<file path="src/rtl/uart_rx_core_pkg.sv">
// Shared UART definitions: FSM state encoding, parity-type constants and
// the registered receive-flag payload.
package uart_rx_core_pkg;

    typedef enum logic [2:0] {
        ST_IDLE   = 3'd0,
        ST_START  = 3'd1,
        ST_DATA   = 3'd2,
        ST_PARITY = 3'd3,
        ST_STOP   = 3'd4
    } uart_state_e;

    localparam logic PAR_EVEN = 1'b0;
    localparam logic PAR_ODD  = 1'b1;

    typedef struct packed {
        logic data_valid;
        logic par_err;
        logic stp_err;
    } rx_flags_t;

    function automatic logic maj3(input logic a, input logic b, input logic c);
        return (a & b) | (a & c) | (b & c);
    endfunction

endpackage

</file>
<file path="src/rtl/uart_rx_core_if.sv">
// Receiver byte-sink interface: serial line and parity config in,
// parallel word and 1-cycle status pulses out.
interface uart_rx_core_if #(
    parameter int unsigned DATA_W = 8
);
    logic              RX_IN;
    logic              PAR_EN;
    logic              PAR_TYP;
    logic [DATA_W-1:0] P_DATA;
    logic              Data_Valid;
    logic              Par_Err;
    logic              Stp_Err;

    modport master (
        output RX_IN, PAR_EN, PAR_TYP,
        input  P_DATA, Data_Valid, Par_Err, Stp_Err
    );

    modport slave (
        input  RX_IN, PAR_EN, PAR_TYP,
        output P_DATA, Data_Valid, Par_Err, Stp_Err
    );
endinterface

</file>
<file path="src/rtl/uart_rx_core_sampler.sv">
// Per-bit edge counter and 3-sample majority voter around the cell centre.
module uart_rx_core_sampler
    import uart_rx_core_pkg::*;
#(
    parameter int unsigned PRESCALE = 8
) (
    input  logic CLK,
    input  logic RST,
    input  logic rx_s,
    input  logic idle,
    output logic bit_val_c,
    output logic bit_rdy_c,
    output logic bit_end_c
);
    localparam int unsigned CNT_W = $clog2(PRESCALE);
    localparam int unsigned MID   = PRESCALE / 2;

    logic [CNT_W-1:0] edge_cnt;
    logic             smp_a;
    logic             smp_b;

    // While idle the start-detect cycle is count 0, so the next cycle is count 1
    always_ff @(posedge CLK or negedge RST) begin
        if (!RST) begin
            edge_cnt <= '0;
            smp_a    <= 1'b1;
            smp_b    <= 1'b1;
        end else begin
            if (idle) begin
                edge_cnt <= rx_s ? '0 : CNT_W'(1);
            end else if (edge_cnt == CNT_W'(PRESCALE - 1)) begin
                edge_cnt <= '0;
            end else begin
                edge_cnt <= edge_cnt + CNT_W'(1);
            end
            if (edge_cnt == CNT_W'(MID - 1)) smp_a <= rx_s;
            if (edge_cnt == CNT_W'(MID))     smp_b <= rx_s;
        end
    end

    assign bit_val_c = maj3(smp_a, smp_b, rx_s);
    assign bit_rdy_c = !idle && (edge_cnt == CNT_W'(MID + 1));
    assign bit_end_c = !idle && (edge_cnt == CNT_W'(PRESCALE - 1));

endmodule

</file>
<file path="src/rtl/uart_rx_core.sv">
// UART receiver: synchronizes RX_IN, frames start/data/parity/stop and
// presents the received word with one-cycle status pulses.
module uart_rx_core
    import uart_rx_core_pkg::*;
#(
    parameter int unsigned DATA_W   = 8,
    parameter int unsigned PRESCALE = 8
) (
    input  logic           CLK,
    input  logic           RST,
    uart_rx_core_if.slave  rx_if
);
    localparam int unsigned BIT_W = (DATA_W > 1) ? $clog2(DATA_W) : 1;

    logic              rx_meta;
    logic              rx_s;
    uart_state_e       state;
    uart_state_e       state_nxt;
    logic [BIT_W-1:0]  bit_cnt;
    logic [DATA_W-1:0] shift_reg;
    logic              par_en_q;
    logic              par_typ_q;
    logic              par_bad;
    logic              bit_val;
    logic              bit_rdy;
    logic              bit_end;
    logic              start_det;
    rx_flags_t         flags_q;
    rx_flags_t         flags_nxt;
    logic [DATA_W-1:0] p_data_q;
    logic [DATA_W-1:0] p_data_nxt;

    // Two-flop synchronizer, idle-high reset
    always_ff @(posedge CLK or negedge RST) begin
        if (!RST) begin
            rx_meta <= 1'b1;
            rx_s    <= 1'b1;
        end else begin
            rx_meta <= rx_if.RX_IN;
            rx_s    <= rx_meta;
        end
    end

    uart_rx_core_sampler #(.PRESCALE(PRESCALE)) u_sampler (
        .CLK       (CLK),
        .RST       (RST),
        .rx_s      (rx_s),
        .idle      (state == ST_IDLE),
        .bit_val_c (bit_val),
        .bit_rdy_c (bit_rdy),
        .bit_end_c (bit_end)
    );

    assign start_det = (state == ST_IDLE) && !rx_s;

    // Frame datapath: config latch, bit counter, LSB-first shift, parity check
    always_ff @(posedge CLK or negedge RST) begin
        if (!RST) begin
            bit_cnt   <= '0;
            shift_reg <= '0;
            par_en_q  <= 1'b0;
            par_typ_q <= 1'b0;
            par_bad   <= 1'b0;
        end else begin
            if (start_det) begin
                par_en_q  <= rx_if.PAR_EN;
                par_typ_q <= rx_if.PAR_TYP;
                bit_cnt   <= '0;
                par_bad   <= 1'b0;
            end
            if (state == ST_DATA && bit_rdy) begin
                shift_reg <= {bit_val, shift_reg[DATA_W-1:1]};
            end
            if (state == ST_DATA && bit_end) begin
                bit_cnt <= (bit_cnt == BIT_W'(DATA_W - 1)) ? '0 : bit_cnt + BIT_W'(1);
            end
            if (state == ST_PARITY && bit_rdy) begin
                par_bad <= bit_val != ((^shift_reg) ^ par_typ_q);
            end
        end
    end

    always_ff @(posedge CLK or negedge RST) begin
        if (!RST) state <= ST_IDLE;
        else      state <= state_nxt;
    end

    always_comb begin
        state_nxt = state;
        case (state)
            ST_IDLE: begin
                if (!rx_s) state_nxt = ST_START;
            end
            ST_START: begin
                if (bit_rdy && bit_val) state_nxt = ST_IDLE;
                else if (bit_end)       state_nxt = ST_DATA;
            end
            ST_DATA: begin
                if (bit_end && bit_cnt == BIT_W'(DATA_W - 1)) begin
                    state_nxt = par_en_q ? ST_PARITY : ST_STOP;
                end
            end
            ST_PARITY: begin
                if (bit_end) state_nxt = ST_STOP;
            end
            ST_STOP: begin
                // Leave at the stop-bit centre so back-to-back frames are caught
                if (bit_rdy) state_nxt = ST_IDLE;
            end
            default: state_nxt = ST_IDLE;
        endcase
    end

    // Stop error outranks parity error; only a clean frame updates P_DATA
    always_comb begin
        flags_nxt  = '0;
        p_data_nxt = p_data_q;
        if (state == ST_STOP && bit_rdy) begin
            if (!bit_val) begin
                flags_nxt.stp_err = 1'b1;
            end else if (par_bad) begin
                flags_nxt.par_err = 1'b1;
            end else begin
                flags_nxt.data_valid = 1'b1;
                p_data_nxt           = shift_reg;
            end
        end
    end

    always_ff @(posedge CLK or negedge RST) begin
        if (!RST) begin
            flags_q  <= '0;
            p_data_q <= '0;
        end else begin
            flags_q  <= flags_nxt;
            p_data_q <= p_data_nxt;
        end
    end

    assign rx_if.P_DATA     = p_data_q;
    assign rx_if.Data_Valid = flags_q.data_valid;
    assign rx_if.Par_Err    = flags_q.par_err;
    assign rx_if.Stp_Err    = flags_q.stp_err;

endmodule

</file>
<file path="src/flat_wrapper.sv">
// flat-port wrapper written by rule: the top's interface ports become plain ports
module uart_rx_core_flat import uart_rx_core_pkg::*;
#(
    parameter int unsigned DATA_W   = 8,
    parameter int unsigned PRESCALE = 8
)
  (CLK, RST, rx_if_RX_IN, rx_if_PAR_EN, rx_if_PAR_TYP, rx_if_P_DATA, rx_if_Data_Valid, rx_if_Par_Err, rx_if_Stp_Err);
  uart_rx_core_if #(.DATA_W(DATA_W)) rx_if_i ();
  input  logic CLK;
  input  logic RST;
  input wire logic [$bits(rx_if_i.RX_IN)-1:0] rx_if_RX_IN;
  input wire logic [$bits(rx_if_i.PAR_EN)-1:0] rx_if_PAR_EN;
  input wire logic [$bits(rx_if_i.PAR_TYP)-1:0] rx_if_PAR_TYP;
  output wire logic [$bits(rx_if_i.P_DATA)-1:0] rx_if_P_DATA;
  output wire logic [$bits(rx_if_i.Data_Valid)-1:0] rx_if_Data_Valid;
  output wire logic [$bits(rx_if_i.Par_Err)-1:0] rx_if_Par_Err;
  output wire logic [$bits(rx_if_i.Stp_Err)-1:0] rx_if_Stp_Err;
  assign rx_if_i.RX_IN = rx_if_RX_IN;
  assign rx_if_i.PAR_EN = rx_if_PAR_EN;
  assign rx_if_i.PAR_TYP = rx_if_PAR_TYP;
  assign rx_if_P_DATA = rx_if_i.P_DATA;
  assign rx_if_Data_Valid = rx_if_i.Data_Valid;
  assign rx_if_Par_Err = rx_if_i.Par_Err;
  assign rx_if_Stp_Err = rx_if_i.Stp_Err;
  uart_rx_core #(.DATA_W(DATA_W), .PRESCALE(PRESCALE)) u_core (.CLK(CLK), .RST(RST), .rx_if(rx_if_i));
endmodule
</file>
<file path="config.mk">
export PLATFORM = sky130hd
export DESIGN_NAME = uart_rx_core_flat
export DESIGN_NICKNAME = d
export VERILOG_FILES = /design/src/rtl/uart_rx_core_pkg.sv /design/src/rtl/uart_rx_core_if.sv /design/src/rtl/uart_rx_core_sampler.sv /design/src/rtl/uart_rx_core.sv /design/src/flat_wrapper.sv
export SDC_FILE = /design/constraint.sdc
export NUM_CORES = 1
export LEC_CHECK = 0
export CAP_MARGIN = 20
export CORE_MARGIN = 4
export CORE_UTILIZATION = 56
export CTS_CLUSTER_DIAMETER = 30
export DETAILED_ROUTE_END_ITERATION = 12
export PLACE_DENSITY = 0.78
export SYNTH_ARGS = -nofsm -noshare
export SYNTH_HDL_FRONTEND = slang
export SYNTH_SLANG_ARGS = --single-unit
</file>
<file path="constraint.sdc">
create_clock -name CLK -period 2.4 [get_ports CLK]
set_input_delay 0.48 -clock CLK [delete_from_list [all_inputs] [get_ports CLK]]
set_output_delay 0.48 -clock CLK [all_outputs]
set_load 0.01 [all_outputs]
</file>
==> results of run 1 <==
[cells in the final DEF, fill, tap and decap left out, drive strengths merged, types with 2 or more instances in the layout]
| cell | count |
|---|---|
| dfrtp | 31 |
| mux2 | 20 |
| clkdlybuf4s50 | 15 |
| inv | 10 |
| nand2 | 8 |
| o21ai | 7 |
| ha | 7 |
| xnor2 | 6 |
| nand3 | 6 |
| clkbuf | 5 |
| nor3 | 4 |
| dfstp | 4 |
| nor2 | 4 |
| o31ai | 3 |
| nor2b | 2 |
| nand4 | 2 |
| a31oi | 2 |
| a22oi | 2 |
| mux2i | 2 |
| bufinv | 2 |
| buf | 2 |
[logic make-up after synthesis]
| logic type | Yosys count |
|---|---|
| xor gates and xnor gates | 8 |
| buffers and inverters | 14 |
| and+or+nand+nor | 30 |
| adders and majority gates | 8 |
| DFF | 35 |
| muxes | 22 |
| AOI/OAI and AO/OA | 17 |
[metal layers]
layer / GRT usage, % / routed length, um / part of all wire (%) / up-vias
met5: 0 / 0 / 0 / -
met4: 5.79 / 40 / 1.5 / 0
met3: 6.57 / 162 / 6.0 / 6
met2: 25.0 / 1380 / 51 / 28
met1: 16.5 / 1120 / 41 / 521
li1: - / - / - / 507
[area by class of cell]
class                           instances  area, um^2
Fill cell                             214         860
Timing Repair Buffer                   17         165
Tap cell                               31        38.8
Multi-Input combinational cell         85         742
Sequential cell                        35         881
Clock inverter                          3        67.6
Clock buffer                            5        37.5
Inverter                               10        37.5
[stage by stage]
step | cell area, um^2 | util, %
2_1_floorplan | 1700 | -
3_3_place_gp | 1860 | 65.9
3_5_place_dp | 1860 | 65.9
4_1_cts | 1970 | 69.6
5_1_grt | 1970 | 69.6
6_report | 1970 | 69.6
[path summary, 6_finish.rpt]
path,startpoint,endpoint,cells past startpoint
setup / recovery,u_core.rx_s$_DFF_PN1_,u_core.rx_if.P_DATA[1]$_DFFE_PN0P_,4
max in group asynchronous,RST,u_core.u_sampler.smp_b$_DFFE_PN1N_,2
hold / removal,u_core.rx_meta$_DFF_PN1_,u_core.rx_s$_DFF_PN1_,0
hold reg to reg,u_core.rx_meta$_DFF_PN1_,u_core.rx_s$_DFF_PN1_,0
setup reg to reg,u_core.rx_s$_DFF_PN1_,u_core.rx_if.P_DATA[1]$_DFFE_PN0P_,4
min in group asynchronous,RST,u_core.rx_if.Par_Err$_DFF_PN0_,2
[worst max-delay path: cells and delay by family (launching register included)]
family	cells	cell delay [ns]
muxes	1	0.38
and+or+nand+nor	2	0.67
DFF	1	0.63
adders and majority gates	1	0.23
[power groups by stage]
stage | clock (mW) | sequential (mW) | combinational (mW)
CTS | 0.537 | 0.767 | 0.427
global route | 0.576 | 0.778 | 0.473
floorplan | 0 | 0.736 | 0.375
finish | 0.519 | 0.766 | 0.423
global placement | 0 | 0.770 | 0.415
detailed placement | 0 | 0.779 | 0.423
==> metrics, run 1 <==
outcome complete, no violations; multiplexer share of the synthesized area 16.2%; post-synth top area share 45.7%; core area 0.00283 mm^2; ys flop type dfrtp_1; Worst setup EP type flop; Seq cells post-synth 35; largest net degree at the start of global routing 36; Vias 1062; CP Launch Type flop; nets 166; cts repair resizes 0; Synth Area in Adders 5.96%; CP max stage delay 0.63 ns; Post-Syn Instances 134; xor/xnor cell area share of the yosys netlist 4.93%; post-synthesis sequential area ratio 51.8%; Hold WS 0.362 ns; Final Hold Viols 0; pwr dens 867 mW/mm^2; Initial DRC Count 87; crit path time final 2.01 ns; synth warn 0; Post-DRT Antenna Nets 0; Min-Delay Path Class flop to flop; top cells by count, synth 31 x dfrtp_1, 12 x mux2_2, 10 x inv_1, 8 x mux2_4, 8 x nand2_1; worst path arrival time 2.24 ns; port buffer count 15; Slew HR 63.4%; CTS tree done; slowest CP cell dfstp_2; WL final 2710 um; routed vias/inst 5.71; Sw Ratio 29.4%; Synth Area in Compound Gates 6.26%; critical-path cell list maj3_4, nand3_2, or3_1, mux2_4; worst slew pin tran 0.545 ns; count leader, synth dfrtp_1; area delta synth->final 15.9%; Setup Buffers After CTS 0; type of the worst setup path flop to flop; Pint 1.21 mW; simple-gate share of the synthesized area 10.3%; Final Non-Filler Cells 186; GRT Util Overall 14.9%; routed length per instance 14.6 um; clk_lat worst skew 0.34 ns; Leak 0.918 nW; Setup WS pre-CTS 0.410 ns; total CTS buffers 5; Final WS setup 0.393 ns; Post-Synthesis Cell Area 0.00170 mm^2; placed insts 178; Sum Neg Setup Slack 0 ns; EDFF count, synth 0; diodes inserted 0; combinational share of power 24.8%; period utilisation layout 83.6%; Synth area leader dfrtp_1; CTS Root Cell clkbuf_4; Rows 19; Synth Area per Inst 12.7 um^2; Crit Path Max Fanout 9; Netlist cell types 32; first-pass GRT wire length 4520 um; Fmax 498 MHz; sequential power share 44.8%; largest family of logic cells by synthesized area multiplexers; DRC 0; total power 1.71 mW; Die Y-Extent 63.1 um; setup slack, reg-to-reg 0.39 ns; global route overflow 0; die outline width 63.1 um; vias in the first global route 1033; share of cells above drive strength 1 25.2%; Final Max Tran Viols 0; unrepaired setup endpoints after global routing no; Setup Skew 0.00595 ns; Critical Path RT 2.64 ns; dpl hpwl 1990 um; TritonRoute pass-1 iters 4; VDD IR max 0.497 mV; Hold Buf Count CTS 0; Bufs on Longest Clock Path 2; Synth async-reset ratio 100%; Die Footprint 0.00398 mm^2; initial antenna violation count 0; clock share of power 30.4%; Mapped Nets 146; Sink Count 35; clock-pin slew on the worst setup and hold paths 0.11 ns; Net Switching 0.503 mW; I/O pin total 16; ranking of synthesized cells by area dfrtp_1 46%, mux2_2 8.0%, mux2_4 7.1%; routability congestion estimate 0.754; Starting Density 60.1%; Clock H-tree levels 2; Final setup viols 0; max cap viols 0
Note: power is estimated with default switching activity, not from simulation.
==> run 2: changes to the inputs <==
==> constraint.sdc (replaced) <==
create_clock -name CLK -period 1.95 [get_ports CLK]
set_input_delay 0.39 -clock CLK [delete_from_list [all_inputs] [get_ports CLK]]
set_output_delay 0.39 -clock CLK [all_outputs]
set_load 0.01 [all_outputs]
==> run 2 against run 1 <==
Compared with the run above: sequential power grew 20%; utilization shrank 0.71 points; count of clock-buffer cells in the layout is the same; maximum frequency grew 12%; sequential cell count is the same; clock skew grew 0.0038 ns; sequential share of layout area grew 0.46 points; via count shrank 0.85%; first-iteration DRC count shrank 46%; critical path depth is the same; final area shrank 1.0%; critical path type unchanged; largest cell class unchanged.
==> metrics, run 2 (synthesized netlist as in run 1, its figures left out) <==
Reg-to-Reg Start u_core.u_sampler.smp_a$_DFFE_PN1N_ (was u_core.rx_s$_DFF_PN1_); first-pass GRT wire length 4890 um (was 4520 um); total CTS buffers 5 (unchanged); Initial DRC Count 47 (was 87); WL final 2730 um (was 2710 um); clock share of power 20.4% (was 30.4%); Final Max Tran Viols 0 (unchanged); Vias 1053 (was 1062); Final setup viols 0 (unchanged); Min-Delay Path Class flop to flop (unchanged); GRT Util Overall 15.8% (was 14.9%); VDD IR max 0.751 mV (was 0.497 mV); Die Y-Extent 63.1 um (unchanged); max cap viols 0 (unchanged); clk_lat worst skew 0.34 ns (about the same); setup slack, reg-to-reg 0.16 ns (was 0.39 ns); period utilisation layout 91.6% (was 83.6%); die outline width 63.1 um (unchanged); Sum Neg Setup Slack 0 ns (unchanged); Worst setup EP type flop (unchanged); placed insts 181 (was 178); Sw Ratio 33.6% (was 29.4%); CP Capture Point u_core.rx_if.P_DATA[6]$_DFFE_PN0P_ (was u_core.rx_if.P_DATA[1]$_DFFE_PN0P_); Sink Count 35 (unchanged); Die Footprint 0.00398 mm^2 (unchanged); Final WS setup 0.165 ns (was 0.393 ns); share of cells above drive strength 1 27.2% (was 25.2%); Setup WS pre-CTS 0.0134 ns (was 0.410 ns); unrepaired setup endpoints after global routing no (unchanged); DRC 0 (unchanged); worst slew pin tran 0.418 ns (was 0.545 ns); CP max stage delay 0.58 ns (was 0.63 ns); routed length per instance 14.4 um (was 14.6 um); Design Area, Final 0.00195 mm^2 (was 0.00197 mm^2); Pint 1.24 mW (was 1.21 mW); diodes inserted 0 (unchanged); crit path time final 1.79 ns (was 2.01 ns); Rows 19 (unchanged); most frequent cells in the layout 31 x dfrtp_1, 15 x clkdlybuf4s50_1, 12 x mux2_2 (unchanged); Post-DRT Antenna Nets 0 (unchanged); Setup Buffers After CTS 0 (unchanged); combinational share of power 30.1% (was 24.8%); critical-path cell list maj3_4, nand3_2, or3_4, mux2_4 (was maj3_4, nand3_2, or3_1, mux2_4); TritonRoute pass-1 iters 4 (unchanged); Bufs on Longest Clock Path 2 (unchanged); global route overflow 0 (unchanged); type of the worst setup path flop to flop (unchanged); CP Launch Type flop (unchanged); Critical Path RT 2.18 ns (was 2.64 ns); CP startpoint u_core.u_sampler.smp_a$_DFFE_PN1N_ (was u_core.rx_s$_DFF_PN1_); pwr dens 956 mW/mm^2 (was 867 mW/mm^2); Leak 0.911 nW (was 0.918 nW); slowest CP cell dfstp_2 (unchanged); dpl hpwl 2050 um (was 1990 um); largest net degree at the start of global routing 36 (unchanged); Final Hold Viols 0 (unchanged); routability congestion estimate 0.754 (about the same); CTS tree done (unchanged); area post-placement 0.00189 mm^2 (was 0.00186 mm^2); Starting Density 60.1% (unchanged); Setup Skew 0.00976 ns (was 0.00595 ns); Crit Path Max Fanout 9 (unchanged); Hold Buf Count CTS 0 (unchanged); nets 169 (was 166); initial antenna violation count 0 (unchanged); Net Switching 0.627 mW (was 0.503 mW); worst path arrival time 2.01 ns (was 2.24 ns); Fmax 560 MHz (was 498 MHz); port buffer count 15 (unchanged); area delta synth->final 14.7% (was 15.9%); vias in the first global route 1104 (was 1033); CTS Root Cell clkbuf_4 (unchanged); R2R cell count 4 (unchanged); I/O pin total 16 (unchanged); Clock H-tree levels 2 (unchanged); routed vias/inst 5.57 (was 5.71); Final Non-Filler Cells 189 (was 186); outcome complete, no violations (unchanged); clock-pin slew on the worst setup and hold paths 0.10 ns (was 0.11 ns); core area 0.00283 mm^2 (unchanged); worst r2r dst u_core.rx_if.P_DATA[6]$_DFFE_PN0P_ (was u_core.rx_if.P_DATA[1]$_DFFE_PN0P_); min-delay src u_core.rx_meta$_DFF_PN1_ (unchanged); Util after Layout 68.9% (was 69.6%); Slew HR 72.2% (was 63.4%); most common cell after layout, fill and taps aside dfrtp_1 (unchanged); sequential power share 49.4% (was 44.8%)
[run 2: changes by cell type in the layout (fill, tap and decap cells not counted)]
cell	previous run	this run
clkinvlp_4	1	2
clkinv_2	0	1
or3_4	0	1
or3_1	1	0
bufinv_16	2	0
buf_4	2	5
[run 2: per-stage QoR]
step | power (mW) | hold WS [ns]
6_report | 1.86 | 0.363
5_1_grt | 2.01 | 0.367
4_1_cts | 1.89 | 0.364
3_5_place_dp | 1.50 | 0.348
3_3_place_gp | 1.47 | 0.346
2_1_floorplan | 1.37 | 0.0944
[run 2: per-layer routing]
layer / global-route usage, % / part of all wire [%] / up-vias / wire length (um)
li1: - / - / 508 / -
met5: 0 / 0 / - / 0
met1: 17.5 / 42 / 512 / 1150
met3: 6.75 / 5.6 / 5 / 152
met2: 26.6 / 50 / 28 / 1370
met4: 6.34 / 1.8 / 0 / 49
[run 2: critical path, delay by kind of cell, from the launching register on]
family	cells	cell delay (ns)
and+or+nand+nor	2	0.56
adders and majority gates	1	0.22
muxes	1	0.33
DFF	1	0.58
[run 2: how the worst min path moves through the flow]
stage | slack [ns] | end | cells after the start
floorplan | 0.09 | u_core.bit_cnt[0]$_DFFE_PN0P_ | 0
global placement | 0.35 | u_core.rx_s$_DFF_PN1_ | 0
detailed placement | 0.35 | u_core.rx_s$_DFF_PN1_ | 0
CTS | 0.36 | u_core.rx_s$_DFF_PN1_ | 0
global route | 0.37 | u_core.rx_s$_DFF_PN1_ | 0
finish | 0.36 | u_core.rx_s$_DFF_PN1_ | 0
[run 2: cell type report]
cell class                      count  area (um^2)
Clock buffer                        5         37.5
Clock inverter                      3         20.0
Fill cell                         202          880
Inverter                           10         37.5
Multi-Input combinational cell     85          747
Sequential cell                    35          881
Tap cell                           31         38.8
Timing Repair Buffer               20          188
[run 2: power by group through the flow]
| stage | clock network [mW] | logic, mW | registers (mW) |
|---|---|---|---|
| floorplan | 0 | 0.461 | 0.906 |
| global placement | 0 | 0.546 | 0.924 |
| detailed placement | 0 | 0.565 | 0.937 |
| CTS | 0.401 | 0.568 | 0.923 |
| global route | 0.446 | 0.626 | 0.937 |
| finish | 0.381 | 0.562 | 0.921 |
[run 2: repair_timing]
item | in CTS | in global routing
resized for setup | 1 | 0
setup endpoints to repair | 1 | 0
hold endpoints to repair | 0 | 0
